<file path="src/rtl/lock_key_tx.sv">
// Serial unlock-code transmitter: guard bits then the code MSB-first, one bit per BIT_CYCLES clocks.
// Define LOCK_KEY_TX_RETRY_EN to watch unlock_in after each attempt and retransmit on timeout.
module lock_key_tx #(
  parameter int CODE_W     = 4,
  parameter int BIT_CYCLES = 1,
  parameter int GUARD_BITS = 2,
  parameter int TIMEOUT    = 8,
  parameter int MAX_RETRY  = 3
) (
  input  logic              clk,
  input  logic              reset,
  input  logic [CODE_W-1:0] code_in,
  input  logic              code_valid,
  output logic              code_ready,
  output logic              data,
  output logic              busy,
  output logic              done,
  input  logic              unlock_in,
  output logic              fail
);

  localparam int CW = $clog2(BIT_CYCLES + 1);
  localparam int NB = (GUARD_BITS > CODE_W) ? GUARD_BITS : CODE_W;
  localparam int BW = $clog2(NB + 1);
  localparam logic [CW-1:0] CYC_LAST   = CW'(BIT_CYCLES - 1);
  localparam logic [BW-1:0] GUARD_LAST = BW'(GUARD_BITS - 1);
  localparam logic [BW-1:0] CODE_LAST  = BW'(CODE_W - 1);

`ifdef LOCK_KEY_TX_RETRY_EN
  typedef enum logic [1:0] {S_IDLE, S_GUARD, S_SEND, S_CHECK} state_t;
  localparam int TW = $clog2(TIMEOUT + 1);
  localparam int RW = $clog2(MAX_RETRY + 2);
  localparam logic [TW-1:0] TMO_LAST  = TW'(TIMEOUT - 1);
  localparam logic [RW-1:0] RETRY_MAX = RW'(MAX_RETRY);
  logic [CODE_W-1:0] code_reg;
  logic [TW-1:0]     tmo_reg;
  logic [RW-1:0]     retry_reg;
  logic              fail_reg;
`else
  typedef enum logic [1:0] {S_IDLE, S_GUARD, S_SEND} state_t;
`endif

  state_t            state_reg;
  logic [CODE_W-1:0] shift_reg;
  logic [CODE_W-1:0] shift_next;
  logic [CW-1:0]     cyc_reg;
  logic [BW-1:0]     bit_reg;
  logic              data_reg;
  logic              done_reg;
  logic              bit_tick;

  assign shift_next[0] = 1'b0;
  generate
    for (genvar gi = 1; gi < CODE_W; gi++) begin : g_shift
      assign shift_next[gi] = shift_reg[gi-1];
    end
  endgenerate

  assign bit_tick   = (cyc_reg == CYC_LAST);
  assign code_ready = (state_reg == S_IDLE) && !reset;
  assign busy       = (state_reg != S_IDLE);
  assign data       = data_reg;
  assign done       = done_reg;

  always_ff @(posedge clk) begin
    if (reset) begin
      state_reg <= S_IDLE;
      shift_reg <= '0;
      cyc_reg   <= '0;
      bit_reg   <= '0;
      data_reg  <= 1'b1;
      done_reg  <= 1'b0;
`ifdef LOCK_KEY_TX_RETRY_EN
      code_reg  <= '0;
      tmo_reg   <= '0;
      retry_reg <= '0;
      fail_reg  <= 1'b0;
`endif
    end else begin
      done_reg <= 1'b0;
`ifdef LOCK_KEY_TX_RETRY_EN
      fail_reg <= 1'b0;
`endif
      case (state_reg)
        S_IDLE: begin
          data_reg <= 1'b1;
          if (code_valid) begin
            shift_reg <= code_in;
            cyc_reg   <= '0;
            bit_reg   <= '0;
`ifdef LOCK_KEY_TX_RETRY_EN
            code_reg  <= code_in;
            retry_reg <= '0;
`endif
            if (GUARD_BITS == 0) begin
              state_reg <= S_SEND;
              data_reg  <= code_in[CODE_W-1];
            end else begin
              state_reg <= S_GUARD;
            end
          end
        end
        S_GUARD: begin
          if (bit_tick) begin
            cyc_reg <= '0;
            if (bit_reg == GUARD_LAST) begin
              bit_reg   <= '0;
              state_reg <= S_SEND;
              data_reg  <= shift_reg[CODE_W-1];
            end else begin
              bit_reg <= bit_reg + 1'b1;
            end
          end else begin
            cyc_reg <= cyc_reg + 1'b1;
          end
        end
        S_SEND: begin
          if (bit_tick) begin
            cyc_reg   <= '0;
            shift_reg <= shift_next;
            if (bit_reg == CODE_LAST) begin
              bit_reg  <= '0;
              data_reg <= 1'b1;
`ifdef LOCK_KEY_TX_RETRY_EN
              state_reg <= S_CHECK;
              tmo_reg   <= '0;
`else
              state_reg <= S_IDLE;
              done_reg  <= 1'b1;
`endif
            end else begin
              bit_reg  <= bit_reg + 1'b1;
              data_reg <= shift_next[CODE_W-1];
            end
          end else begin
            cyc_reg <= cyc_reg + 1'b1;
          end
        end
`ifdef LOCK_KEY_TX_RETRY_EN
        S_CHECK: begin
          if (unlock_in) begin
            state_reg <= S_IDLE;
            done_reg  <= 1'b1;
          end else if (tmo_reg == TMO_LAST) begin
            tmo_reg <= '0;
            if (retry_reg < RETRY_MAX) begin
              // Resend from the latched copy; the shift register was consumed.
              retry_reg <= retry_reg + 1'b1;
              shift_reg <= code_reg;
              cyc_reg   <= '0;
              bit_reg   <= '0;
              if (GUARD_BITS == 0) begin
                state_reg <= S_SEND;
                data_reg  <= code_reg[CODE_W-1];
              end else begin
                state_reg <= S_GUARD;
              end
            end else begin
              state_reg <= S_IDLE;
              fail_reg  <= 1'b1;
            end
          end else begin
            tmo_reg <= tmo_reg + 1'b1;
          end
        end
`endif
        default: state_reg <= S_IDLE;
      endcase
    end
  end

`ifdef LOCK_KEY_TX_RETRY_EN
  assign fail = fail_reg;
`else
  // Retry inputs and parameters have no function in this build.
  logic unused_cfg;
  assign unused_cfg = unlock_in | (TIMEOUT < 0) | (MAX_RETRY < 0);
  assign fail = 1'b0;
`endif

endmodule

</file>
<file path="config.mk">
export PLATFORM = sky130hd
export DESIGN_NAME = lock_key_tx
export DESIGN_NICKNAME = d
export VERILOG_FILES = /design/src/rtl/lock_key_tx.sv
export SDC_FILE = /design/constraint.sdc
export NUM_CORES = 1
export LEC_CHECK = 0
export BUFFER_PORTS_ARGS = -buffer_cell sky130_fd_sc_hd__buf_2
export CORE_MARGIN = 2
export CORE_UTILIZATION = 50
export CTS_BUF_LIST = sky130_fd_sc_hd__clkbuf_2 sky130_fd_sc_hd__clkbuf_4 sky130_fd_sc_hd__clkbuf_8
export DETAILED_ROUTE_END_ITERATION = 10
export GPL_ROUTABILITY_DRIVEN = 1
export PLACE_DENSITY = 0.79
export SYNTH_ARGS = -nofsm -noshare
export SYNTH_HDL_FRONTEND = slang
export SYNTH_SLANG_ARGS = --single-unit
export TNS_END_PERCENT = 5
</file>
<file path="constraint.sdc">
create_clock -name clk -period 1.4 [get_ports clk]
set_input_delay 0.07 -clock clk [delete_from_list [all_inputs] [get_ports clk]]
set_output_delay 0.07 -clock clk [all_outputs]
set_load 0.02 [all_outputs]
</file>
# Yosys cells after proc, flatten, opt, wreduce, memory -nomap -nowiden
# Cells that the tools add are included.
# W data, S select, Z words.
# word_totals
reg_bits,12
latch_bits,0
ram_bits,0
romBits,0
input_bits,8
output_inout_bits,5
elab_cells,56
memories,0
# op_classes
addsub,2
multipliers,0
div,0
magnitude_cmp,0
eq_ne,9
shifts,0
muxes,24
n_bitwise,1
n_reduce_logical,14
# ops
op,count
$mux W3,5
$mux W2,5
$ne A2 B2 Y1 const B,5
$pmux W3 S3,1
$mux W4,2
$pmux W4 S2,1
$reduce_and A4 Y1,2
$mux W1,7
$pmux W2 S3,1
$reduce_bool A2 Y1,3
$reduce_and A5 Y1,1
$add A3 B1 Y3 const B,1
$eq A3 B1 Y1 const B,1
$eq A3 B2 Y1 const B,1
$pmux W1 S3,1
$reduce_and A3 Y1,1
$reduce_bool A3 Y1,1
$reduce_or A3 Y1,1
$eq A2 B1 Y1 const B,1
$eq A2 B2 Y1 const B,1
$logic_not A2 Y1,1
$pmux W1 S2,1
$reduce_and A2 Y1,1
$reduce_or A2 Y1,1
4 further kinds,4

# Depth between registers and ports, before layout
# logic_depth
word_depth,4
mapped_depth,7
depth_no_buf,6

# Worst setup path before layout
# No wires, ideal clock.
# synth_timing
kind,register to register
start,reg state_reg[0]
end,reg shift_reg[0]
setup_ns,0.132
arrival_ns,1.251
required_time_ns,1.268
setup_slack_ns,0.017
path_stages_with_launch,7
path_buffers,1
period_less_slack_ns,1.383
path_cell_list,dfxtp_1 inv_1 ha_1 buf_6 mux2_4 a31oi_1 nor2_1
# synth_via
elab_chain_len,3
elab_cells_between_ends,7
cone_classes,3 x eq/ne; 1 x mux; 3 x reduce/logical
# synth_lines
item,line,rtl
from (decl),43,state_t state_reg;
from (signal assigned),67,state_reg <= S_IDLE;
from (signal assigned),96,state_reg <= S_SEND;
from (signal assigned),99,state_reg <= S_GUARD;
$eq A2 B2 Y1 / $logic_not A2 Y1 (equally long branches),84,case (state_reg)
$ne A2 B2 Y1 (no source line) / $reduce_bool A2 Y1 (equally long branches),--,
$reduce_and A3 Y1 (no source line),--,
to (signal assigned),88,shift_reg <= code_in;
to (signal assigned),120,shift_reg <= shift_next;
to (decl),44,logic [CODE_W-1:0] shift_reg;
# Several ways; a longest one is shown, not always the timed one.
# A chain may end at the register's enable or synchronous reset.

# Worst setup path after layout
# layout_timing
start,reg state_reg[0]
end,reg state_reg[0]
# layout_via
elab_chain_len,3
elab_cells_between_ends,10
cone_classes,7 x eq/ne; 1 x mux; 2 x reduce/logical
# layout_lines
item,line
"$eq A2 B2 Y1, or another cell as far along",84
$ne A2 B2 Y1 (no source line),--
$reduce_and A5 Y1 (no source line),--
# Several ways; a longest one is shown, not always the timed one.

==> results.cfg <==
[outcome]
outcome = complete, no violations

[clock_tree]
clk_latency_ps = 260
cts.sinks = 11
ctsRootBufferMaster = clkbuf_4
post-cts-setup-buffer-count = 0
cts-buffers-inserted = 3
postCtsHoldBufs = 0
cts_tree = done
cts_buffer_depth = 2
h-tree-depth = 1
path_clk_slew_ps = 70

[final_layout]
final_area_um2 = 824.5
n_antenna_cell = 0
largest_register_ffs = 4
final_nets = 111
area_delta_synth_final_pct = 18.31
drive_above_1_share_pct = 37.23

[worst_setup_path]
start_kind = register
rr_worst_depth = 6
arrival_ps = 1530
worstSetupPathType = register to register
cp.required_ps = 1590
cp-end-kind = register
cp_max_fo = 5

[synthesis]
yosys_warnings = 0
synth_cell_type_count = 29
netlist_area_um2 = 696.9
synth_top_area_cell = dfxtp_1
synth_area_leaders = dfxtp_1 (32%), ha_1 (14%), mux2i_1 (5.7%)
synth_top_area_share_pct = 31.60
syn_inst = 79
syn_area_per_cell_um2 = 8.822
synthArstFlopShare_pct = 0
ys.flop_type = dfxtp_1
ys_seq_elements = 11
synth_edf_count = 0
syn-num-nets = 95
synth_seq_area_share_pct = 31.60

[timing]
timing.hold.ws_ps = 53.96
slew_viol_final = 0
setup_violations = 0
fin_skew_ps = 3.364
fin_ws_ps = 59.05
final.min_clock_period_ps = 1341
min_period_over_period_pct = 95.78
grt_setup_unrepaired = true
timing_hold_violations_final = 0
max_freq_mhz = 745.7

[floorplanning]
ioPinCount = 13
start_util_pct = 53.56
dieArea_um2 = 1709
core_area_um2 = 1301
die_h_um = 41.34
die_w_um = 41.34
fp-row-count = 13

[global_routing]
globalRouteOverflowTotal = 0
antenna_found_initial = 0
top_usage_layer = met2
grt_pass1_vias = 506
grt_pass1_wl_mm = 2.125
grtUsageTotal_pct = 19.31
grt_use_met1_pct = 21.68
grt.met3_usage_pct = 3.191
grt_max_degree = 14
grt_use_met2_pct = 35.94

[route]
ant_nets = 0
wl_per_cell_um = 12.60
vias = 558
drcViolationCount = 0
wl_mm = 1.373
firstDrtPassIters = 2
drt_iter0_drc = 5
vias_per_cell = 5.119

[placement]
gp_congestion = 0.8090
port_buffers = 10
placed_cell_area_um2 = 773.2
hpwlAfterDp_mm = 1.011
post-place-ws_ps = -37.90

[power]
p_leak_uw = 0.0003680
p_per_area_nw_per_um2 = 1322
vdd_ir_drop_max_v = 0.0007609

[run]
drv_cap = 0

[min_path]
hold_depth = 3
hold_class = primary input to register
## through the flow
stage               utilization [%]  cells  TNS, ps  power, µW
floorplan                         -     79        0      706.1
global placement              59.42    105        0      802.5
detailed placement            59.42    105   -44.77      817.3
CTS                           63.17    109        0       1082
global route                  63.37    109   -15.89       1154
finish                        63.37    109        0       1090
## layout by cell type, fill, tap and decap left out, types with 3 or more instances in the layout
master    count
clkbuf_4      4
dfxtp_1       8
buf_2        10
nand2b_1      3
dfxtp_2       3
nand2_1       6
inv_1         8
nor2_1        9
mux2i_1       4
ha_1          5
inv_2         3
buf_4         4
a21oi_1       5
## routing by layer
layer	vias to the layer above	part of all wire, %
li1	300	-
met1	251	45
met2	5	52
met3	2	1.7
met4	0	0.36
met5	-	0
## report_power, final
part | internal [µW] | switching, µW
logic | 212 | 254
registers | 359 | 30.8
clock network | 129 | 106
## worst max-delay path: stages (launching register included)
cell and delay (ps):
dfxtp_2 360, inv_2 70, ha_2 220, o21ai_2 180, o211ai_2 150, o21a_1 210, nor3_2 90
## final cells by class
type,instances,area (µm²)
Timing Repair Buffer,14,80.08
Fill cell,106,476.7
Multi-Input combinational cell,54,430.4
Sequential cell,11,224.0
Tap cell,15,18.77
Inverter,11,41.29
Clock buffer,4,30.03
## cell usage after synthesis (all sizes together) (2+ instances only)
cell / n
nand2: 6
inv: 11
mux2i: 4
nand2b: 3
ha: 8
dfxtp: 11
nor2: 10
a211oi: 2
buf: 3
a21oi: 5
nand4b: 2
## worst paths after layout
path                             start                        end  slack, ps
max          state_reg[0]$_SDFFE_PP0P_  state_reg[0]$_SDFFE_PP0P_         60
min                         code_in[0]  shift_reg[0]$_SDFFE_PP0P_         50
max reg2reg  state_reg[0]$_SDFFE_PP0P_  state_reg[0]$_SDFFE_PP0P_         60
min reg2reg    bit_reg[0]$_SDFFE_PP0P_    bit_reg[0]$_SDFFE_PP0P_        510
## logic make-up after synthesis
logic type,Yosys count,share of synthesized area (%)
DFF,11,31.60
and+or+nand+nor,25,18.31
other,1,0.5381
buffers and inverters,14,9.156
adders and majority gates,8,14.36
AOI/OAI and AO/OA,15,18.13
muxes,5,7.899
## repair_timing
item | CTS | global route
endpoints found under the setup margin | 5 | 6
pin swaps | 1 | 1
resized for setup | 6 | 3
Power figures use the tool's default switching activity.
